`src/rtl/pipeline_hazard_ctrl_if.sv`:
```
// ID-stage <-> hazard controller bundle: ID operands/destination, stage handshakes,
// and the stall / forwarding-select / perf-counter results.
interface pipeline_hazard_ctrl_if #(
    parameter int RF_AW = 5,
    parameter int CNT_W = 16
);
    logic             ds_valid;
    logic [RF_AW-1:0] ds_raddr1;
    logic [RF_AW-1:0] ds_raddr2;
    logic             ds_src1_used;
    logic             ds_src2_used;
    logic             ds_rf_we;
    logic [RF_AW-1:0] ds_rf_waddr;
    logic             ds_is_load;
    logic             ds_to_es;
    logic             es_to_ms;
    logic             ms_to_ws;
    logic             stall;
    logic [1:0]       fwd_sel1;
    logic [1:0]       fwd_sel2;
    logic [CNT_W-1:0] stall_cnt;

    modport master (
        output ds_valid, ds_raddr1, ds_raddr2, ds_src1_used, ds_src2_used,
               ds_rf_we, ds_rf_waddr, ds_is_load, ds_to_es, es_to_ms, ms_to_ws,
        input  stall, fwd_sel1, fwd_sel2, stall_cnt
    );

    modport slave (
        input  ds_valid, ds_raddr1, ds_raddr2, ds_src1_used, ds_src2_used,
               ds_rf_we, ds_rf_waddr, ds_is_load, ds_to_es, es_to_ms, ms_to_ws,
        output stall, fwd_sel1, fwd_sel2, stall_cnt
    );
endinterface

```
`src/rtl/pipeline_hazard_ctrl.sv`:
```
// Load-use interlock and forwarding-select scheduler with an EXE/MEM/WB write scoreboard.
// Optional stall-cycle performance counter enabled by defining HAZ_PERF_CNT_EN.
module pipeline_hazard_ctrl #(
    parameter int RF_AW = 5,
    parameter int CNT_W = 16
) (
    input  logic                  clk,
    input  logic                  reset,
    pipeline_hazard_ctrl_if.slave bus
);
    typedef struct packed {
        logic             v;
        logic [RF_AW-1:0] waddr;
        logic             ld;
    } slot_t;

    slot_t e_q, e_d, m_q, m_d, w_q, w_d;
    slot_t ds_entry;

    // r0 writes are never tracked, so a read of r0 can never hit a slot.
    assign ds_entry = '{v:     bus.ds_valid & bus.ds_rf_we & (bus.ds_rf_waddr != '0),
                        waddr: bus.ds_rf_waddr,
                        ld:    bus.ds_is_load};

    always_comb begin
        e_d = e_q;
        m_d = m_q;
        w_d = '0;
        if (bus.ds_to_es)      e_d = ds_entry;
        else if (bus.es_to_ms) e_d = '0;
        if (bus.es_to_ms)      m_d = e_q;
        else if (bus.ms_to_ws) m_d = '0;
        if (bus.ms_to_ws)      w_d = m_q;
    end

    always_ff @(posedge clk or posedge reset) begin
        if (reset) begin
            e_q <= '0;
            m_q <= '0;
            w_q <= '0;
        end else begin
            e_q <= e_d;
            m_q <= m_d;
            w_q <= w_d;
        end
    end

    logic [RF_AW-1:0] raddr [2];
    logic             used  [2];
    logic [1:0]       sel   [2];
    logic [1:0]       ld_hit;

    assign raddr[0] = bus.ds_raddr1;
    assign raddr[1] = bus.ds_raddr2;
    assign used[0]  = bus.ds_src1_used;
    assign used[1]  = bus.ds_src2_used;

    genvar gi;
    generate
        for (gi = 0; gi < 2; gi++) begin : g_src
            logic hit_e, hit_m, hit_w;
            assign hit_e = used[gi] & e_q.v & (e_q.waddr == raddr[gi]);
            assign hit_m = used[gi] & m_q.v & (m_q.waddr == raddr[gi]);
            assign hit_w = used[gi] & w_q.v & (w_q.waddr == raddr[gi]);
            // Youngest producer wins.
            assign sel[gi]    = hit_e ? 2'b01 : hit_m ? 2'b10 : hit_w ? 2'b11 : 2'b00;
            assign ld_hit[gi] = hit_e & e_q.ld;
        end
    endgenerate

    assign bus.fwd_sel1 = sel[0];
    assign bus.fwd_sel2 = sel[1];
    // Only a load still in EXE has no data yet; MEM/WB loads are forwarded.
    assign bus.stall    = bus.ds_valid & (|ld_hit);

`ifdef HAZ_PERF_CNT_EN
    logic [CNT_W-1:0] cnt_q, cnt_d;

    always_comb begin
        cnt_d = cnt_q;
        if (bus.stall && (cnt_q != {CNT_W{1'b1}})) cnt_d = cnt_q + 1'b1;
    end

    always_ff @(posedge clk or posedge reset) begin
        if (reset) cnt_q <= '0;
        else       cnt_q <= cnt_d;
    end

    assign bus.stall_cnt = cnt_q;
`else
    assign bus.stall_cnt = {CNT_W{1'b0}};
`endif
endmodule
```
`src/flat_wrapper.sv`:
```
// flat-port wrapper written by rule: the top's interface ports become plain ports
module pipeline_hazard_ctrl_flat 
#(
    parameter int RF_AW = 5,
    parameter int CNT_W = 16
)
  (clk, reset, bus_ds_valid, bus_ds_raddr1, bus_ds_raddr2, bus_ds_src1_used, bus_ds_src2_used, bus_ds_rf_we, bus_ds_rf_waddr, bus_ds_is_load, bus_ds_to_es, bus_es_to_ms, bus_ms_to_ws, bus_stall, bus_fwd_sel1, bus_fwd_sel2, bus_stall_cnt);
  pipeline_hazard_ctrl_if #(.RF_AW(RF_AW), .CNT_W(CNT_W)) bus_i ();
  input  logic clk;
  input  logic reset;
  input wire logic [$bits(bus_i.ds_valid)-1:0] bus_ds_valid;
  input wire logic [$bits(bus_i.ds_raddr1)-1:0] bus_ds_raddr1;
  input wire logic [$bits(bus_i.ds_raddr2)-1:0] bus_ds_raddr2;
  input wire logic [$bits(bus_i.ds_src1_used)-1:0] bus_ds_src1_used;
  input wire logic [$bits(bus_i.ds_src2_used)-1:0] bus_ds_src2_used;
  input wire logic [$bits(bus_i.ds_rf_we)-1:0] bus_ds_rf_we;
  input wire logic [$bits(bus_i.ds_rf_waddr)-1:0] bus_ds_rf_waddr;
  input wire logic [$bits(bus_i.ds_is_load)-1:0] bus_ds_is_load;
  input wire logic [$bits(bus_i.ds_to_es)-1:0] bus_ds_to_es;
  input wire logic [$bits(bus_i.es_to_ms)-1:0] bus_es_to_ms;
  input wire logic [$bits(bus_i.ms_to_ws)-1:0] bus_ms_to_ws;
  output wire logic [$bits(bus_i.stall)-1:0] bus_stall;
  output wire logic [$bits(bus_i.fwd_sel1)-1:0] bus_fwd_sel1;
  output wire logic [$bits(bus_i.fwd_sel2)-1:0] bus_fwd_sel2;
  output wire logic [$bits(bus_i.stall_cnt)-1:0] bus_stall_cnt;
  assign bus_i.ds_valid = bus_ds_valid;
  assign bus_i.ds_raddr1 = bus_ds_raddr1;
  assign bus_i.ds_raddr2 = bus_ds_raddr2;
  assign bus_i.ds_src1_used = bus_ds_src1_used;
  assign bus_i.ds_src2_used = bus_ds_src2_used;
  assign bus_i.ds_rf_we = bus_ds_rf_we;
  assign bus_i.ds_rf_waddr = bus_ds_rf_waddr;
  assign bus_i.ds_is_load = bus_ds_is_load;
  assign bus_i.ds_to_es = bus_ds_to_es;
  assign bus_i.es_to_ms = bus_es_to_ms;
  assign bus_i.ms_to_ws = bus_ms_to_ws;
  assign bus_stall = bus_i.stall;
  assign bus_fwd_sel1 = bus_i.fwd_sel1;
  assign bus_fwd_sel2 = bus_i.fwd_sel2;
  assign bus_stall_cnt = bus_i.stall_cnt;
  pipeline_hazard_ctrl #(.RF_AW(RF_AW), .CNT_W(CNT_W)) u_core (.clk(clk), .reset(reset), .bus(bus_i));
endmodule
```
`config.mk`:
```
export PLATFORM = sky130hd
export DESIGN_NAME = pipeline_hazard_ctrl_flat
export DESIGN_NICKNAME = d
export VERILOG_FILES = /design/src/rtl/pipeline_hazard_ctrl_if.sv /design/src/rtl/pipeline_hazard_ctrl.sv /design/src/flat_wrapper.sv
export SDC_FILE = /design/constraint.sdc
export NUM_CORES = 1
export LEC_CHECK = 0
export BUFFER_PORTS_ARGS = -buffer_cell sky130_fd_sc_hd__buf_2
export CORE_UTILIZATION = 44
export DETAILED_ROUTE_END_ITERATION = 10
export PLACE_DENSITY = 0.75
export RECOVER_POWER = 100
export SYNTH_ARGS = -nofsm -noshare
export SYNTH_HDL_FRONTEND = slang
export SYNTH_SLANG_ARGS = --single-unit
```
`constraint.sdc`:
```
create_clock -name clk -period 1.2 [get_ports clk]
set_input_delay 0.06 -clock clk [delete_from_list [all_inputs] [get_ports clk]]
set_output_delay 0.06 -clock clk [all_outputs]
set_load 0.05 [all_outputs]
```
### Word level (Yosys, flattened, before mapping)

Index checks and enable logic that the tools add are counted.

| word-level totals | value |
|---|---|
| memory bits (writable) | 0 |
| register bits | 20 |
| bits in read-only memories | 0 |
| latch bits | 0 |
| word-level logic and storage cells | 46 |
| memories | 0 |

| operators by class | value |
|---|---|
| $mul | 0 |
| order comparisons | 0 |
| reduce and logical (&&, ||, !) cells | 4 |
| equality and inequality tests | 6 |
| shift operators | 0 |
| muxes and demuxes | 11 |
| div/mod/pow operators | 0 |
| add/sub/neg operators | 0 |
| bitwise gates (word level) | 17 |

Operators with widths:

| operator | number |
|---|---|
| $mux 7 | 5 |
| $eq 5x5->1 | 6 |
| $and 1x1->1 | 17 |
| $mux 2 | 6 |
| $reduce_bool 5->1 | 1 |
| $reduce_bool 2->1 | 2 |
| $reduce_or 2->1 | 1 |

### Logic depth before layout (Yosys ltp)

Gate-level depths: netlist of the first run.

| logic depth | value |
|---|---|
| word-level depth | 5 |
| mapped depth | 4 |

### Worst setup path after synthesis of the first run

No wires, ideal clock.

| timing path | value |
|---|---|
| kind | register -> output |
| from | register u_core.w_q[4] in the netlist's numbering |
| to | output bus_fwd_sel2[1] |
| arrival | 2.050 ns |
| slack | -0.910 ns |
| stages on the path, launching flop included | 5 |
| path buffers | 0 |
| data required time | 1.140 ns |
| cell sequence | dfrtp_1 xor2_1 nor4_1 nand4_1 a21boi_0 |

| on the way | value |
|---|---|
| word-level cells in the longest chain between the ends | 5 |

Ends and longest elaborated chain:

| element | line | source |
|---|---|---|
| start, declared | pipeline_hazard_ctrl.sv:17 | `slot_t e_q, e_d, m_q, m_d, w_q, w_d;` |
| start signal, assigned | pipeline_hazard_ctrl.sv:44 | `w_q <= w_d;` |
| $eq 5x5->1 | pipeline_hazard_ctrl.sv:64 | `assign hit_w = used[gi] & w_q.v & (w_q.waddr == raddr[gi]);` |
| $and 1x1->1 | pipeline_hazard_ctrl.sv:64 |  |
| $mux 2 (3 in series) | pipeline_hazard_ctrl.sv:66 | `assign sel[gi] = hit_e ? 2'b01 : hit_m ? 2'b10 : hit_w ? 2'b11 : 2'b00;` |
| end, declared | flat_wrapper.sv:24 | `output wire logic [$bits(bus_i.fwd_sel2)-1:0] bus_fwd_sel2;` |

No other way between the ends.

### Worst setup path after layout of the first run

| timing path | value |
|---|---|
| from | register u_core.w_q[1] in the netlist's numbering |
| to | output bus_fwd_sel2[1] |

Same word-level chain as after synthesis.

==> results of run 1 <==
-- worst min-delay path by stage --
stage / startpoint / depth (start not counted) / end
final: bus_ds_rf_waddr[4] / 3 / u_core.e_q[5]$_DFFE_PP0P_
after global routing: bus_ds_rf_waddr[3] / 3 / u_core.e_q[4]$_DFFE_PP0P_
after CTS: bus_ds_rf_waddr[4] / 3 / u_core.e_q[5]$_DFFE_PP0P_
after detailed placement: reset / 3 / u_core.e_q[5]$_DFFE_PP0P_
after global placement: reset / 3 / u_core.e_q[5]$_DFFE_PP0P_
after floorplan: reset / 1 / u_core.e_q[0]$_DFFE_PP0P_
-- per-layer routing --
metal  GRT usage, %  routed length (um)  up-vias
met4           7.14                  76        0
li1               -                   -      549
met3           1.87                 109        8
met5              0                   0        -
met1           25.3                1320      517
met2           34.4                1480       40
-- sequential cells by signal (all words and copies together) (netlist names) --
register / flops
u_core.e_q: 7
u_core.w_q: 6
u_core.m_q: 6
-- worst min-delay path: stages --
cell,delay (ns)
buf_2,0.08
nand2_1,0.04
o21ai_0,0.06
-- what timing repair did --
item	4_1_cts	5_1_grt
setup buffers	2	0
hold buffers	4	0
hold endpoints to repair	22	0
endpoints found under the setup margin	5	5
resized for setup	16	3
pin swaps	10	3
-- cells by family after synthesis --
kind of cell / after synthesis / share of synthesized area, %
AOI/OAI and AO/OA: 19 / 8.73
xor gates and xnor gates: 30 / 20.8
buffers and inverters: 21 / 11.0
DFF: 19 / 37.7
other: 1 / 0.297
and+or+nand+nor: 50 / 21.4
-- per-stage QoR --
stage / instances / power, mW
2_1_floorplan: 155 / 1.04
3_3_place_gp: 219 / 1.16
3_5_place_dp: 219 / 1.17
4_1_cts: 229 / 1.51
5_1_grt: 229 / 1.58
6_report: 229 / 1.49
-- final cells by class --
cell class / instances / share of cell area [%]
clock inverters: 1 / 0.288
inverters: 1 / 0.216
flip-flops and latches: 19 / 27.3
multi-input cells: 115 / 45.2
well taps: 31 / 2.23
clock buffers: 3 / 1.29
repair buffers: 59 / 23.4
-- where the power goes --
part	switching [mW]	total [mW]	internal (mW)
Combinational	0.282	0.463	0.181
Clock	0.183	0.307	0.124
Sequential	0.0380	0.717	0.679
Total	0.503	1.49	0.983
-- cell usage in the layout, fill, tap and decap left out, drive strengths merged, types with 2 or more instances in the layout --
master       synthesis  layout
nand3                2       2
conb                 1      16
nor2                 4       4
nand2               14      14
dlygate4sd3          0       4
buf                 16      45
or2b                 2       2
nand2b              10      10
clkbuf               4      13
nand4                5       5
and2                 6       6
dfrtp               19      19
nor4                 5       5
o21ai               13      13
xor2                17      17
xnor2               13      13
==> flow_metrics.py, run 1 <==
metrics = {
    "power": {
        "cellPowerDensity_nw_per_um2": 854,
        "vdd_drop_max_mv": 0.658,
        "leakagePower_nw": 0.825,
    },
    "yosys": {
        "seq_area_frac_synth_pct": 37.7,
        "ys_warn_count": 0,
        "synthCells": 140,
        "synth_top_area_share_pct": 37.7,
        "yosysTopAreaCell": "dfrtp_1",
        "synth_seq_cells": 19,
        "synth_area_sq_um": 1260,
        "synth.avg_cell_area_sq_um": 9.01,
        "synthArstFlopShare_pct": 100,
        "synth_edf_count": 0,
        "yosysMostFrequentCell": "dfrtp_1",
        "synth_cell_types": 24,
        "synthTopCellsByCount": "dfrtp_1 (19), xor2_1 (17), buf_4 (16)",
        "ys.flop_type": "dfrtp_1",
        "synthTopCellsByArea": "dfrtp_1 (38%), xor2_1 (12%), buf_4 (9.5%), xnor2_1 (9.0%), o21ai_0 (5.2%)",
    },
    "cells_and_area": {
        "multi_input_area_sq_um": 787,
        "final_core_util_pct": 63.7,
        "layout.area.seq_sq_um": 475,
        "fill_cells": 226,
        "area_growth_pct": 38.0,
        "final_nets": 224,
        "fin_area_sq_um": 1740,
        "drive_gt1_share_pct": 32.8,
        "diodes": 0,
    },
    "timing": {
        "rsz0062_at_grt": "true",
        "finalWorstPathRequiredPeriod_ns": 1.88,
        "slew_violations": 0,
        "period_share_pct": 157,
        "finClkSkew_ns": 0.00132,
        "hold_viol": 1,
        "fin_tns_setup_ns": -3.10,
        "fmax_ghz": 0.532,
        "setup_viol": 5,
        "setup_slack_ns": -0.679,
        "holdWs_ns": -0.00303,
    },
    "route": {
        "drc": 0,
        "firstDrtPassIters": 4,
        "vias_per_cell": 4.86,
        "routed_wl_mm": 2.99,
        "vias": 1114,
        "drt_iter0_drc": 30,
        "wl_per_cell_um": 13.0,
        "ant_nets": 0,
    },
    "setup_path": {
        "path_cells": "xor2_1 > nor4_2 > nand4_1 > buf_4 > a21boi_4 > buf_6",
        "crit_end": "bus_fwd_sel2[1]",
        "path_delay_family": "simple AND/OR/NAND/NOR gates",
        "critPathLaunch": "u_core.w_q[1]$_DFF_PP0_",
        "path_max_fanout": 2,
        "reg2reg_depth": 3,
        "path_depth": 6,
        "cp-end-kind": "primary output",
        "cp.arrival_ns": 1.82,
        "worstReg2RegEnd": "u_core.e_q[5]$_DFFE_PP0P_",
        "r2r_slack_ns": 0.20,
        "critPathMaxStageDelay_ns": 0.42,
        "critical_path_class": "flop to primary output",
        "path_buf_inv": 2,
        "crit_required_ns": 1.14,
        "r2r_start": "u_core.e_q[5]$_DFFE_PP0P_",
        "critPathSlowestCell": "dfrtp_1",
        "cp-start-kind": "flop",
    },
    "clock_network": {
        "cts_num_sinks": 19,
        "cts_tree": "done",
        "clockRootBuffer": "clkbuf_4",
        "cts-buffers-inserted": 3,
        "cts_buffer_depth": 2,
        "path_clk_slew_ns": 0.10,
        "clk_latency_ns": 0.29,
        "htree_levels": 1,
    },
    "outcome": {
        "status": "finished with violations",
        "violations": "hold timing, setup timing",
    },
    "floorplanning": {
        "rows": 19,
        "initial_core_util_pct": 46.1,
        "io_pins": 46,
        "placeableCoreArea_sq_um": 2730,
        "die-area_sq_um": 3080,
        "die_h_um": 55.5,
        "die_w_um": 55.5,
    },
    "job": {
        "max_cap_viol_count": 0,
    },
    "placed_design": {
        "dp_slack_ns": -0.470,
        "dpl_cell_area_sq_um": 1590,
        "gp_congestion": 1.02,
        "portBuffers": 29,
        "dp_hpwl_mm": 2.37,
    },
    "global_routing": {
        "grt_pass1_vias": 1063,
        "antenna_found_initial": 0,
        "grt_max_degree": 20,
        "gr-usage-all-layers_pct": 19.7,
        "overflow": 0,
        "grt_pass1_wl_mm": 4.66,
    },
    "hold_path": {
        "hp-class": "primary input to flop",
    },
}
Power figures use the tool's default switching activity.
==> run 2, diff against run 1 <==
--- a/config.mk
+++ b/config.mk
@@ -12,2 +12,3 @@
 export RECOVER_POWER = 100
+export SLEW_MARGIN = 20
 export SYNTH_ARGS = -nofsm -noshare
==> constraint.sdc (replaced) <==
create_clock -name clk -period 1.2 [get_ports clk]
set_input_delay 0.12 -clock clk [delete_from_list [all_inputs] [get_ports clk]]
set_output_delay 0.12 -clock clk [all_outputs]
set_load 0.05 [all_outputs]
==> flow_metrics.py, run 2 (synthesis gave the netlist of run 1 again) <==
metrics = {
    "cells_and_area": {
        "layout_commonest_cell": "buf_2",
        "final_core_util_pct": 62.4,
        "fin_cells": 227,
        "final_cell_mix": "buf_2 (24), dfrtp_1 (19), xor2_1 (17), conb_1 (16), nand2_1 (14)",
        "top_register": "u_core.e_q",
        "largest_reg_flops": 7,
        "largestRegisters": "u_core.e_q: 7 flops, u_core.m_q: 6 flops, u_core.w_q: 6 flops",
        "final_nets": 222,
        "area_growth_pct": 35.2,
        "drive_gt1_share_pct": 32.7,
        "diodes": 0,
        "fill_cells": 244,
    },
    "placed_design": {
        "dp_slack_ns": -0.540,
        "gp_congestion": 1.00,
        "dp_hpwl_mm": 2.27,
        "dp_cells": 220,
        "portBuffers": 29,
    },
    "route": {
        "vias_per_cell": 4.82,
        "vias": 1095,
        "drc": 0,
        "wl_per_cell_um": 12.5,
        "firstDrtPassIters": 4,
        "drt_iter0_drc": 29,
        "ant_nets": 0,
        "routed_wl_mm": 2.85,
    },
    "job": {
        "max_cap_viol_count": 0,
    },
    "timing": {
        "setup_viol": 5,
        "finClkSkew_ns": 0.00449,
        "slew_violations": 0,
        "finalWorstPathRequiredPeriod_ns": 1.94,
        "rsz0062_at_grt": "true",
        "hold_viol": 0,
        "period_share_pct": 161,
        "fmax_ghz": 0.516,
        "setup_slack_ns": -0.737,
    },
    "outcome": {
        "violations": "setup timing",
        "status": "finished with violations",
    },
    "global_routing": {
        "grt_pass1_vias": 1113,
        "gr-usage-all-layers_pct": 20.3,
        "grt_pass1_wl_mm": 4.86,
        "antenna_found_initial": 0,
        "overflow": 0,
        "grt_max_degree": 20,
    },
    "clock_network": {
        "cts-buffers-inserted": 3,
        "path_clk_slew_ns": 0.10,
        "cts_buffer_depth": 2,
        "clk_latency_ns": 0.29,
        "cts_num_sinks": 19,
        "htree_levels": 1,
        "clockRootBuffer": "clkbuf_4",
        "cts_tree": "done",
    },
    "floorplanning": {
        "die-area_sq_um": 3080,
        "die_h_um": 55.5,
        "rows": 19,
        "die_w_um": 55.5,
        "initial_core_util_pct": 46.1,
        "io_pins": 46,
        "placeableCoreArea_sq_um": 2730,
    },
    "power": {
        "clockPowerShare_pct": 21.1,
        "power_frac_seq_pct": 48.2,
        "vdd_drop_max_mv": 0.811,
        "cellPowerDensity_nw_per_um2": 870,
        "p_sw_share_pct": 33.7,
        "p_comb_share_pct": 30.7,
        "p_switching_mw": 0.500,
        "p_int_mw": 0.985,
        "leakagePower_nw": 0.813,
    },
    "setup_path": {
        "cp-end-kind": "primary output",
        "cp-start-kind": "flop",
        "path_max_fanout": 3,
        "cp.arrival_ns": 1.82,
        "critical_path_class": "flop to primary output",
        "crit_required_ns": 1.08,
    },
    "hold_path": {
        "hp-class": "primary input to flop",
    },
}
## run 2: cell count changes in the layout (fill, tap and decap cells not counted), sizes merged
cell         change
dlygate4sd3      -3
clkbuf           +4
clkinv           -1
buf              -2
## run 2: stage by stage
stage	power (mW)	setup TNS (ns)	instance area [sq um]	hold WS, ns
after floorplan	1.04	-1.64	1360	0.0711
after global placement	1.16	-2.23	1600	0.143
after detailed placement	1.18	-2.41	1600	0.153
after CTS	1.50	-3.53	1680	0.0313
after global routing	1.57	-3.88	1710	0.0440
final	1.48	-3.41	1710	0.0358
## run 2: path summary, 6_finish.rpt
| kind | endpoint | slack [ns] | cells after the start | from |
|---|---|---|---|---|
| setup / recovery | bus_fwd_sel2[1] | -0.74 | 6 | u_core.e_q[3]$_DFFE_PP0P_ |
| hold / removal | u_core.e_q[5]$_DFFE_PP0P_ | 0.04 | 3 | bus_ds_rf_waddr[4] |
| setup reg to reg | u_core.e_q[4]$_DFFE_PP0P_ | 0.09 | 4 | u_core.e_q[4]$_DFFE_PP0P_ |
| hold reg to reg | u_core.e_q[0]$_DFFE_PP0P_ | 0.51 | 1 | u_core.e_q[0]$_DFFE_PP0P_ |
| max in group asynchronous | u_core.e_q[0]$_DFFE_PP0P_ | 0.44 | 4 | reset |
| min in group asynchronous | u_core.e_q[5]$_DFFE_PP0P_ | 0.44 | 4 | reset |
## run 2: timing repair
| action | in CTS | in global routing |
|---|---|---|
| endpoints found under the setup margin | 5 | 5 |
| endpoints found under the hold margin | 19 | 0 |
| gates resized for setup | 11 | 6 |
| hold buffers | 1 | 0 |
| pin swaps | 7 | 8 |
| setup buffers | 1 | 1 |
## run 2: power by group through the flow
stage | Sequential, mW | Combinational (mW) | Clock, mW
finish | 0.716 | 0.456 | 0.313
global route | 0.721 | 0.492 | 0.357
CTS | 0.717 | 0.452 | 0.330
detailed placement | 0.730 | 0.446 | 0
global placement | 0.727 | 0.437 | 0
floorplan | 0.727 | 0.312 | 0
## run 2: cell type report
cell class                      instances  area, sq um  area share, %
Multi-Input combinational cell        115          782           45.9
Sequential cell                        19          475           27.9
Timing Repair Buffer                   57          379           22.2
Tap cell                               31         38.8           2.27
Clock buffer                            4         26.3           1.54
Inverter                                1         3.75          0.220
## run 2: metal layers
metal  share of wire [%]  up-vias  global-route usage, %
met1                  45      487                   25.5
met5                   0        -                      0
met2                  45       48                   31.7
met3                 4.6       12                   2.58
li1                    -      548                      -
met4                 5.6        0                   15.4
## run 2: worst max-delay path, cell delays in order (launching register included)
cell and delay, ns:
dfrtp_1 0.43, xor2_1 0.15, nor4_1 0.33, nand4_1 0.17
buf_6 0.16, a21boi_4 0.13, buf_6 0.16
==> run 3, diff against run 2 <==
Settings changed: SETUP_SLACK_MARGIN from default to 0.2.
==> flow_metrics.py, run 3 (synthesis gave the netlist of run 1 again) <==
metrics = {
    "cells_and_area": {
        "area_growth_pct": 35.2,
        "diodes": 0,
        "largest_reg_flops": 7,
        "drive_gt1_share_pct": 32.3,
        "final_nets": 224,
        "final_cell_mix": "buf_2 (24), dfrtp_1 (19), xor2_1 (17), buf_4 (17), conb_1 (16)",
        "layout_commonest_cell": "buf_2",
        "largestRegisters": "u_core.e_q: 7 flops, u_core.m_q: 6 flops, u_core.w_q: 6 flops",
        "fin_cells": 229,
        "final_core_util_pct": 62.4,
        "top_register": "u_core.e_q",
        "fin_area_sq_um": 1710,
        "fill_cells": 256,
    },
    "floorplanning": {
        "placeableCoreArea_sq_um": 2730,
        "rows": 19,
        "die_w_um": 55.5,
        "io_pins": 46,
        "die-area_sq_um": 3080,
        "initial_core_util_pct": 46.1,
        "die_h_um": 55.5,
    },
    "global_routing": {
        "grt_pass1_wl_mm": 4.62,
        "grt_max_degree": 20,
        "gr-usage-all-layers_pct": 19.4,
        "overflow": 0,
        "grt_pass1_vias": 1099,
        "antenna_found_initial": 0,
    },
    "setup_path": {
        "path_buf_inv": 2,
        "path_delay_family": "simple AND/OR/NAND/NOR gates",
        "path_max_fanout": 3,
        "crit_path_frequent_cell": "buf_6",
        "critPathSlowestCell": "dfrtp_1",
        "cp-start-kind": "flop",
        "cp.arrival_ns": 1.82,
        "path_cells": "xor2_1 > nor4_1 > nand4_1 > buf_6 > a21oi_4 > buf_6",
        "crit_required_ns": 1.08,
        "critical_path_class": "flop to primary output",
        "critPathMaxStageDelay_ns": 0.44,
        "cp-end-kind": "primary output",
    },
    "outcome": {
        "status": "finished with violations",
        "violations": "setup timing",
    },
    "route": {
        "routed_wl_mm": 2.93,
        "ant_nets": 0,
        "wl_per_cell_um": 12.8,
        "drc": 0,
        "vias": 1124,
        "firstDrtPassIters": 4,
        "vias_per_cell": 4.91,
        "drt_iter0_drc": 25,
    },
    "placed_design": {
        "dp_hpwl_mm": 2.35,
        "dp_slack_ns": -0.577,
        "dpl_cell_area_sq_um": 1600,
        "portBuffers": 29,
        "gp_congestion": 0.977,
        "dp_cells": 220,
    },
    "timing": {
        "period_share_pct": 162,
        "finalWorstPathRequiredPeriod_ns": 1.94,
        "hold_viol": 0,
        "rsz0062_at_grt": "true",
        "finClkSkew_ns": 0.00204,
        "setup_slack_ns": -0.739,
        "slew_violations": 0,
        "setup_viol": 5,
        "fmax_ghz": 0.516,
    },
    "power": {
        "cellPowerDensity_nw_per_um2": 875,
        "leakagePower_nw": 0.819,
        "vdd_drop_max_mv": 0.766,
        "total_power_mw": 1.49,
    },
    "clock_network": {
        "htree_levels": 1,
        "cts_tree": "done",
        "path_clk_slew_ns": 0.10,
        "clockRootBuffer": "clkbuf_4",
        "cts_buffer_depth": 2,
        "clk_latency_ns": 0.29,
        "cts_num_sinks": 19,
        "cts-buffers-inserted": 3,
    },
    "hold_path": {
        "hp-class": "primary input to flop",
    },
    "job": {
        "max_cap_viol_count": 0,
    },
}
[run 3: cell count changes in the layout (fill, tap and decap cells not counted), sizes merged]
cell    change
clkbuf      -5
buf         +7
[run 3: routing by layer]
layer | global-route usage (%) | part of all wire (%)
met4 | 10.7 | 3.1
met3 | 2.81 | 4.6
met2 | 32.2 | 48
met1 | 24.1 | 44
met5 | 0 | 0
[run 3: through the flow]
stage / hold slack [ns] / TNS [ns]
after global routing: 0.0430 / -3.85
final: 0.0453 / -3.43
after detailed placement: 0.150 / -2.54
after global placement: 0.145 / -2.22
after floorplan: 0.0711 / -1.64
after CTS: 0.0433 / -3.55
[run 3: what timing repair did]
action                     in CTS  in global routing
setup buffers                   3                  1
setup endpoints to repair       6                  7
pin swaps                       7                  3
cloned                          0                  0
hold buffers                    1                  0
gates resized for setup        12                  5
hold endpoints to repair       19                  0
[run 3: final timing paths]
kind                                                 from                         to  slack, ns  cells after the start
worst max-delay path            u_core.e_q[3]$_DFFE_PP0P_                  bus_stall      -0.74                      6
worst min-delay path                       bus_ds_is_load  u_core.e_q[0]$_DFFE_PP0P_       0.05                      2
worst max register to register  u_core.e_q[5]$_DFFE_PP0P_  u_core.e_q[5]$_DFFE_PP0P_       0.16                      4
worst min register to register  u_core.e_q[0]$_DFFE_PP0P_  u_core.e_q[0]$_DFFE_PP0P_       0.51                      1
max in group asynchronous                           reset  u_core.m_q[2]$_DFFE_PP0P_       0.45                      4
min in group asynchronous                           reset  u_core.e_q[3]$_DFFE_PP0P_       0.44                      4
[run 3: where the power goes]
group	internal, mW	leakage [nW]	switching, mW	total (mW)
sequential	0.679	0.250	0.0390	0.718
clock	0.130	0.0150	0.183	0.313
combinational	0.183	0.554	0.279	0.461
total	0.991	0.819	0.501	1.49
[run 3: cell type report]
type / instances / area [sq um] / area share (%)
multi-input combinational: 115 / 756 / 44.3
sequential: 19 / 475 / 27.9
timing repair buffer: 59 / 405 / 23.8
tap: 31 / 38.8 / 2.27
clock buffer: 4 / 26.3 / 1.54
inverter: 1 / 3.75 / 0.220
